===== src/rtl/can_pkg.sv =====
// rtl/can_pkg.sv - shared CAN channel types and constants
package can_pkg;

  typedef enum logic [2:0] {
    s_idle   = 3'd0,
    s_wait   = 3'd1,
    s_sample = 3'd2,
    s_eval   = 3'd3,
    s_done   = 3'd4,
    s_lost   = 3'd5,
    s_error  = 3'd6
  } idTxState_t;

  localparam logic DOMINANT  = 1'b0;
  localparam logic RECESSIVE = 1'b1;

  localparam int STUFF_LEN_DEFAULT = 5;

endpackage


===== src/rtl/bit_stuffer.sv =====
// rtl/bit_stuffer.sv - run-length tracker that requests a stuff bit
module bit_stuffer
  import can_pkg::*;
#(
  parameter int STUFF_LEN = STUFF_LEN_DEFAULT
) (
  input  logic clk,
  input  logic reset,
  input  logic bitValid,
  input  logic bitValue,
  input  logic isStuff,
  input  logic clear,
  output logic stuffPending
);

  localparam int RUN_W = $clog2(STUFF_LEN + 1);
  localparam logic [RUN_W-1:0] RUN_MAX = RUN_W'(STUFF_LEN);
  localparam logic [RUN_W-1:0] RUN_ONE = RUN_W'(1);

  logic             lastBit;
  logic [RUN_W-1:0] runLen;
  logic [RUN_W-1:0] runNext;

  // A stuff bit always opens a fresh run; the counter saturates at STUFF_LEN.
  always_comb begin
    runNext = runLen;
    if (isStuff || (runLen == '0) || (bitValue != lastBit)) begin
      runNext = RUN_ONE;
    end else if (runLen != RUN_MAX) begin
      runNext = runLen + RUN_ONE;
    end
  end

  always_ff @(posedge clk) begin
    if (reset || clear) begin
      lastBit      <= RECESSIVE;
      runLen       <= '0;
      stuffPending <= 1'b0;
    end else if (bitValid) begin
      lastBit      <= bitValue;
      runLen       <= runNext;
      stuffPending <= (runNext == RUN_MAX);
    end
  end

endmodule


===== src/rtl/id_transmitter.sv =====
// rtl/id_transmitter.sv - CAN SOF+identifier transmitter with stuffing and read-back
module id_transmitter
  import can_pkg::*;
#(
  parameter int ID_BITS   = 11,
  parameter int STUFF_LEN = STUFF_LEN_DEFAULT
) (
  input  logic               clk,
  input  logic               reset,
  input  logic               enable,
  input  logic               start,
  input  logic [ID_BITS-1:0] id,
  input  logic               bitStart,
  input  logic               samplePulse,
  input  logic               dIn,
  output logic               dOut,
  output logic               busy,
  output logic               txDone,
  output logic               arbLost,
  output logic               bitError,
  output logic [5:0]         DBG
);

  localparam int CNT_W = $clog2(ID_BITS + 2);
  localparam logic [CNT_W-1:0] LAST_COUNT = CNT_W'(ID_BITS + 1);
  localparam logic [CNT_W-1:0] CNT_ONE    = CNT_W'(1);

  idTxState_t         state;
  logic [ID_BITS-1:0] shiftReg;
  logic [CNT_W-1:0]   bitCount;
  logic [1:0]         sampleCnt;
  logic [1:0]         samples;
  logic               txBit;
  logic               isStuff;
  logic               majority;
  logic               stuffPending;
  logic               thirdPulse;
  logic               vote;
  logic               bitValid;
  logic               stuffClear;

  // The vote closes on the third pulse itself so the stuff tracker and bit
  // counter are already current when s_eval decides whether the frame is done.
  assign thirdPulse = (state == s_sample) && samplePulse && (sampleCnt == 2'd2);
  assign vote       = (samples[1] & samples[0]) | (samples[1] & dIn) | (samples[0] & dIn);
  assign bitValid   = thirdPulse && !bitStart ? (vote == txBit) : 1'b0;
  assign stuffClear = (state == s_idle) && enable && start;

  bit_stuffer #(
    .STUFF_LEN(STUFF_LEN)
  ) u_stuffer (
    .clk         (clk),
    .reset       (reset),
    .bitValid    (bitValid),
    .bitValue    (txBit),
    .isStuff     (isStuff),
    .clear       (stuffClear),
    .stuffPending(stuffPending)
  );

  assign DBG = {state, stuffPending, majority, txBit};

  always_ff @(posedge clk) begin
    if (reset) begin
      state     <= s_idle;
      shiftReg  <= '0;
      bitCount  <= '0;
      sampleCnt <= '0;
      samples   <= '0;
      txBit     <= 1'b0;
      isStuff   <= 1'b0;
      majority  <= 1'b0;
      dOut      <= RECESSIVE;
      busy      <= 1'b0;
      txDone    <= 1'b0;
      arbLost   <= 1'b0;
      bitError  <= 1'b0;
    end else begin
      txDone   <= 1'b0;
      arbLost  <= 1'b0;
      bitError <= 1'b0;
      case (state)
        s_idle: begin
          dOut <= RECESSIVE;
          busy <= 1'b0;
          if (enable && start) begin
            shiftReg  <= id;
            bitCount  <= '0;
            sampleCnt <= '0;
            isStuff   <= 1'b0;
            busy      <= 1'b1;
            state     <= s_wait;
          end
        end

        s_wait: begin
          if (bitStart) begin
            sampleCnt <= '0;
            state     <= s_sample;
            if (stuffPending) begin
              txBit   <= ~txBit;
              dOut    <= ~txBit;
              isStuff <= 1'b1;
            end else if (bitCount == '0) begin
              txBit   <= DOMINANT;
              dOut    <= DOMINANT;
              isStuff <= 1'b0;
            end else begin
              txBit    <= shiftReg[ID_BITS-1];
              dOut     <= shiftReg[ID_BITS-1];
              shiftReg <= shiftReg << 1;
              isStuff  <= 1'b0;
            end
          end
        end

        s_sample: begin
          if (bitStart && !thirdPulse) begin
            // A new bit time opened before sampling finished.
            dOut     <= RECESSIVE;
            bitError <= 1'b1;
            state    <= s_error;
          end else if (samplePulse) begin
            samples   <= {samples[0], dIn};
            sampleCnt <= sampleCnt + 2'd1;
            if (sampleCnt == 2'd2) begin
              majority <= vote;
              state    <= s_eval;
              if (bitValid && !isStuff) begin
                bitCount <= bitCount + CNT_ONE;
              end
            end
          end
        end

        s_eval: begin
          dOut <= RECESSIVE;
          if (majority != txBit) begin
            if ((txBit == RECESSIVE) && !isStuff) begin
              arbLost <= 1'b1;
              state   <= s_lost;
            end else begin
              bitError <= 1'b1;
              state    <= s_error;
            end
          end else if ((bitCount == LAST_COUNT) && !stuffPending) begin
            txDone <= 1'b1;
            state  <= s_done;
          end else begin
            dOut  <= txBit;
            state <= s_wait;
          end
        end

        s_done, s_lost, s_error: begin
          dOut  <= RECESSIVE;
          busy  <= 1'b0;
          state <= s_idle;
        end

        default: begin
          dOut  <= RECESSIVE;
          busy  <= 1'b0;
          state <= s_idle;
        end
      endcase
    end
  end

endmodule


===== config.mk =====
export PLATFORM = sky130hd
export DESIGN_NAME = id_transmitter
export DESIGN_NICKNAME = d
export VERILOG_FILES = /design/src/rtl/can_pkg.sv /design/src/rtl/bit_stuffer.sv /design/src/rtl/id_transmitter.sv
export SDC_FILE = /design/constraint.sdc
export NUM_CORES = 1
export LEC_CHECK = 0
export CELL_PAD_IN_SITES_DETAIL_PLACEMENT = 0
export CELL_PAD_IN_SITES_GLOBAL_PLACEMENT = 1
export CORE_ASPECT_RATIO = 0.9
export CORE_MARGIN = 1.5
export CORE_UTILIZATION = 35
export CTS_CLUSTER_DIAMETER = 30
export CTS_CLUSTER_SIZE = 10
export DETAILED_ROUTE_END_ITERATION = 6
export GPL_TIMING_DRIVEN = 0
export PLACE_DENSITY_LB_ADDON = 0.1
export SETUP_SLACK_MARGIN = 0.05
export SLEW_MARGIN = 20
export SYNTH_ARGS = -nofsm -noshare
export SYNTH_HDL_FRONTEND = slang
export SYNTH_SLANG_ARGS = --single-unit

===== constraint.sdc =====
create_clock -name clk -period 1.55 [get_ports clk]
set_input_delay 0.155 -clock clk [delete_from_list [all_inputs] [get_ports clk]]
set_output_delay 0.155 -clock clk [all_outputs]
set_load 0.05 [all_outputs]

==> flow_summary.json <==
{
  "die_area_um2": 5890,
  "cp_max_fo": 7,
  "fin_tns_setup_ns": -0.602,
  "worstPathRequired_ns": 1.78,
  "placementRows": 25,
  "drt_iter0_drc": 95,
  "cts_tree": "yes",
  "ys_ff_latch": 35,
  "areaGrowthSynthToFinish_pct": 53.2,
  "cts.clk_slew.worst_paths_ns": 0.08,
  "status": "complete, but fails checks",
  "cts_buffers": 5,
  "max_slew_margin_pct": 56.6,
  "grtUsageMet2_pct": 30.0,
  "period_share_pct": 107,
  "violations": "negative setup slack",
  "crit_type": "reg2reg",
  "grt_pass1_wl_um": 8510,
  "worstSetupStartpointType": "flop",
  "dpl_cell_area_um2": 2320,
  "hp-class": "in2reg",
  "grt_pass1_vias": 1769,
  "met3_usage_pct": 3.50,
  "postLayoutCellArea_um2": 2920,
  "rsz0062_at_grt": "yes",
  "max-clock-path-buffers": 2,
  "gp_congestion": 0.816,
  "antenna_found_initial": 0,
  "final_nets": 323,
  "wire_per_inst_um": 14.9,
  "floorplan.initialDensity_pct": 36.2,
  "grt_use_met1_pct": 25.8,
  "yosysWarnings": 0,
  "regToRegSetupSlack_ns": -0.10,
  "io_buffers": 28,
  "dp_hpwl_um": 3570,
  "grt_max_degree": 13,
  "ys_seq_area_share_pct": 36.8,
  "cp_data_arrival_time_ns": 1.88,
  "dr.pass1.iters": 5,
  "clock_sinks": 35,
  "num_vias": 1950,
  "gr-total-overflow": 0,
  "drtAntennaViolNets": 0,
  "diodes": 0,
  "coreArea_um2": 5260,
  "avgSynthCellArea_um2": 7.97,
  "fmax_mhz": 605,
  "multi_input_area_um2": 1370,
  "die_x_um": 80.8,
  "wl_um": 5480,
  "clock-root-buffer": "clkbuf_8",
  "setup_ws_ns": -0.102,
  "p_leak_nw": 1.12,
  "finalSetupViolations": 9,
  "syn_area_um2": 1900,
  "timing.final.crit_period_ns": 1.65,
  "drc_errors": 0,
  "worst_pin_slew_ns": 0.651,
  "htree_levels": 2,
  "chipHeight_um": 73.0,
  "instances_no_fill": 367,
  "postSynthCellCount": 239,
  "hold_viol_final": 0,
  "place_ws_ns": -0.629,
  "clk_latency_ns": 0.29,
  "grt_util_all_layers_pct": 18.7,
  "final_max_slew_viol_count": 0,
  "final_layout_size_suffix_gt1_share_pct": 38.3,
  "vias_per_cell": 5.31,
  "ios": 29,
  "finalPower_mw": 3.35,
  "nFillCells": 518,
  "synth-async-reset-ratio_pct": 0,
  "skew_ns": 0.0100,
  "ys.flop_type": "dfxtp_1",
  "grt.busiest_layer": "met2",
  "synth_edf_count": 0,
  "peakVddDrop_uv": 682,
  "cp-end-kind": "flop",
  "power_density_nw_per_um2": 1150,
  "maxCapViolCount": 0,
  "synth_fp_nets": 263,
  "dp_cells": 334,
  "synth.distinct_cells": 52,
  "seq_area_um2": 721
}
where the power goes:
group | switching, mW | total (mW) | internal, mW
logic | 0.780 | 1.43 | 0.655
clock network | 0.357 | 0.771 | 0.414
registers | 0.108 | 1.14 | 1.03
total | 1.25 | 3.35 | 2.10
layout by cell type, fill, tap and decap left out, drive strengths merged, types with 2 or more instances in the layout:
cell | netlist | layout
or4b | 2 | 2
a21oi | 18 | 18
nand4 | 2 | 2
mux2i | 2 | 2
a311oi | 11 | 11
nor3b | 4 | 4
nand2b | 4 | 4
dfxtp | 35 | 35
inv | 9 | 9
nor2 | 20 | 20
and2 | 2 | 2
ha | 6 | 6
nand3b | 2 | 2
nor2b | 2 | 2
nand2 | 37 | 37
clkdlybuf4s50 | 0 | 15
or3 | 3 | 3
clkinv | 0 | 2
or2 | 2 | 2
clkbuf | 9 | 11
xor2 | 2 | 2
buf | 7 | 38
nor3 | 7 | 7
a31oi | 4 | 4
o211ai | 3 | 3
a211oi | 4 | 4
dlygate4sd2 | 0 | 10
o21ai | 13 | 13
nor4 | 2 | 2
nand3 | 10 | 10
flip-flops by register name (all words and copies together), names as in the netlist, 2 cells and up:
name / count
u_stuffer.runLen: 3
shiftReg: 11
samples: 2
bitCount: 4
sampleCnt: 2
state: 3
cell usage after synthesis (3+ instances only):
master	instances	area [µm²]
o21ai_0	3	15.0
o21ai_1	9	45.0
buf_2	3	15.0
dfxtp_1	35	701
o211ai_1	3	22.5
or3_1	3	18.8
clkbuf_1	9	33.8
nor2_1	20	75.1
nand2_1	36	135
nand2b_1	4	25.0
buf_4	3	22.5
nand3_1	10	50.1
ha_1	6	75.1
a211oi_1	4	30.0
inv_1	9	33.8
a311oi_1	11	96.3
nor3_1	6	30.0
a21oi_1	18	90.1
a31oi_1	4	25.0
critical path, stage by stage, from the launching register on:
cell	delay (ns)
dfxtp_4	0.38
or3b_4	0.44
nor3_4	0.19
nand2_4	0.10
or3_1	0.38
a21oi_2	0.11
cell families (layout without fill, tap and decap cells):
family,after synthesis,in the layout,synth area share [%]
muxes,2,2,1.05
buffers and inverters,25,86,5.72
and+or+nand+nor,106,106,29.6
DFF,35,35,36.8
xor gates and xnor gates,3,3,1.38
adders and majority gates,7,7,4.47
AOI/OAI and AO/OA,61,61,21.0
what timing repair did:
| item | in CTS | in global routing |
|---|---|---|
| gates resized for setup | 60 | 51 |
| pin swaps | 11 | 26 |
| buffers inserted | 8 | 19 |
| cloned | 1 | 0 |
| hold buffers | 0 | 0 |
| setup endpoints to repair | 41 | 28 |
area by class of cell:
| class | count | share of cell area (%) |
|---|---|---|
| multi-input combinational | 179 | 46.9 |
| sequential | 35 | 24.7 |
| timing repair buffer | 55 | 16.5 |
| buffer | 14 | 4.25 |
| clock buffer | 6 | 3.22 |
| tap | 67 | 2.87 |
| inverter | 9 | 1.16 |
| clock inverter | 2 | 0.472 |
path summary, 6_finish.rpt:
kind | startpoint | depth (start not counted) | to
setup / recovery | state[0] | 5 | u_stuffer.stuffPending
hold / removal | id[1] | 3 | shiftReg[1]
setup reg to reg | state[0] | 5 | u_stuffer.stuffPending
hold reg to reg | busy | 2 | busy
layer usage:
| layer | share of wire (%) | up-vias |
|---|---|---|
| li1 | - | 981 |
| met1 | 48 | 918 |
| met2 | 45 | 44 |
| met3 | 5.2 | 7 |
| met4 | 1.3 | 0 |
| met5 | 0 | - |
metrics by stage:
step | utilization (%) | hold WS [ns]
global route | 55.5 | 0.443
floorplan | - | 0.299
CTS | 50.2 | 0.428
finish | 55.5 | 0.431
detailed placement | 44.2 | 0.461
global placement | 44.2 | 0.455
No activity file was read; power rests on OpenSTA's default activity.
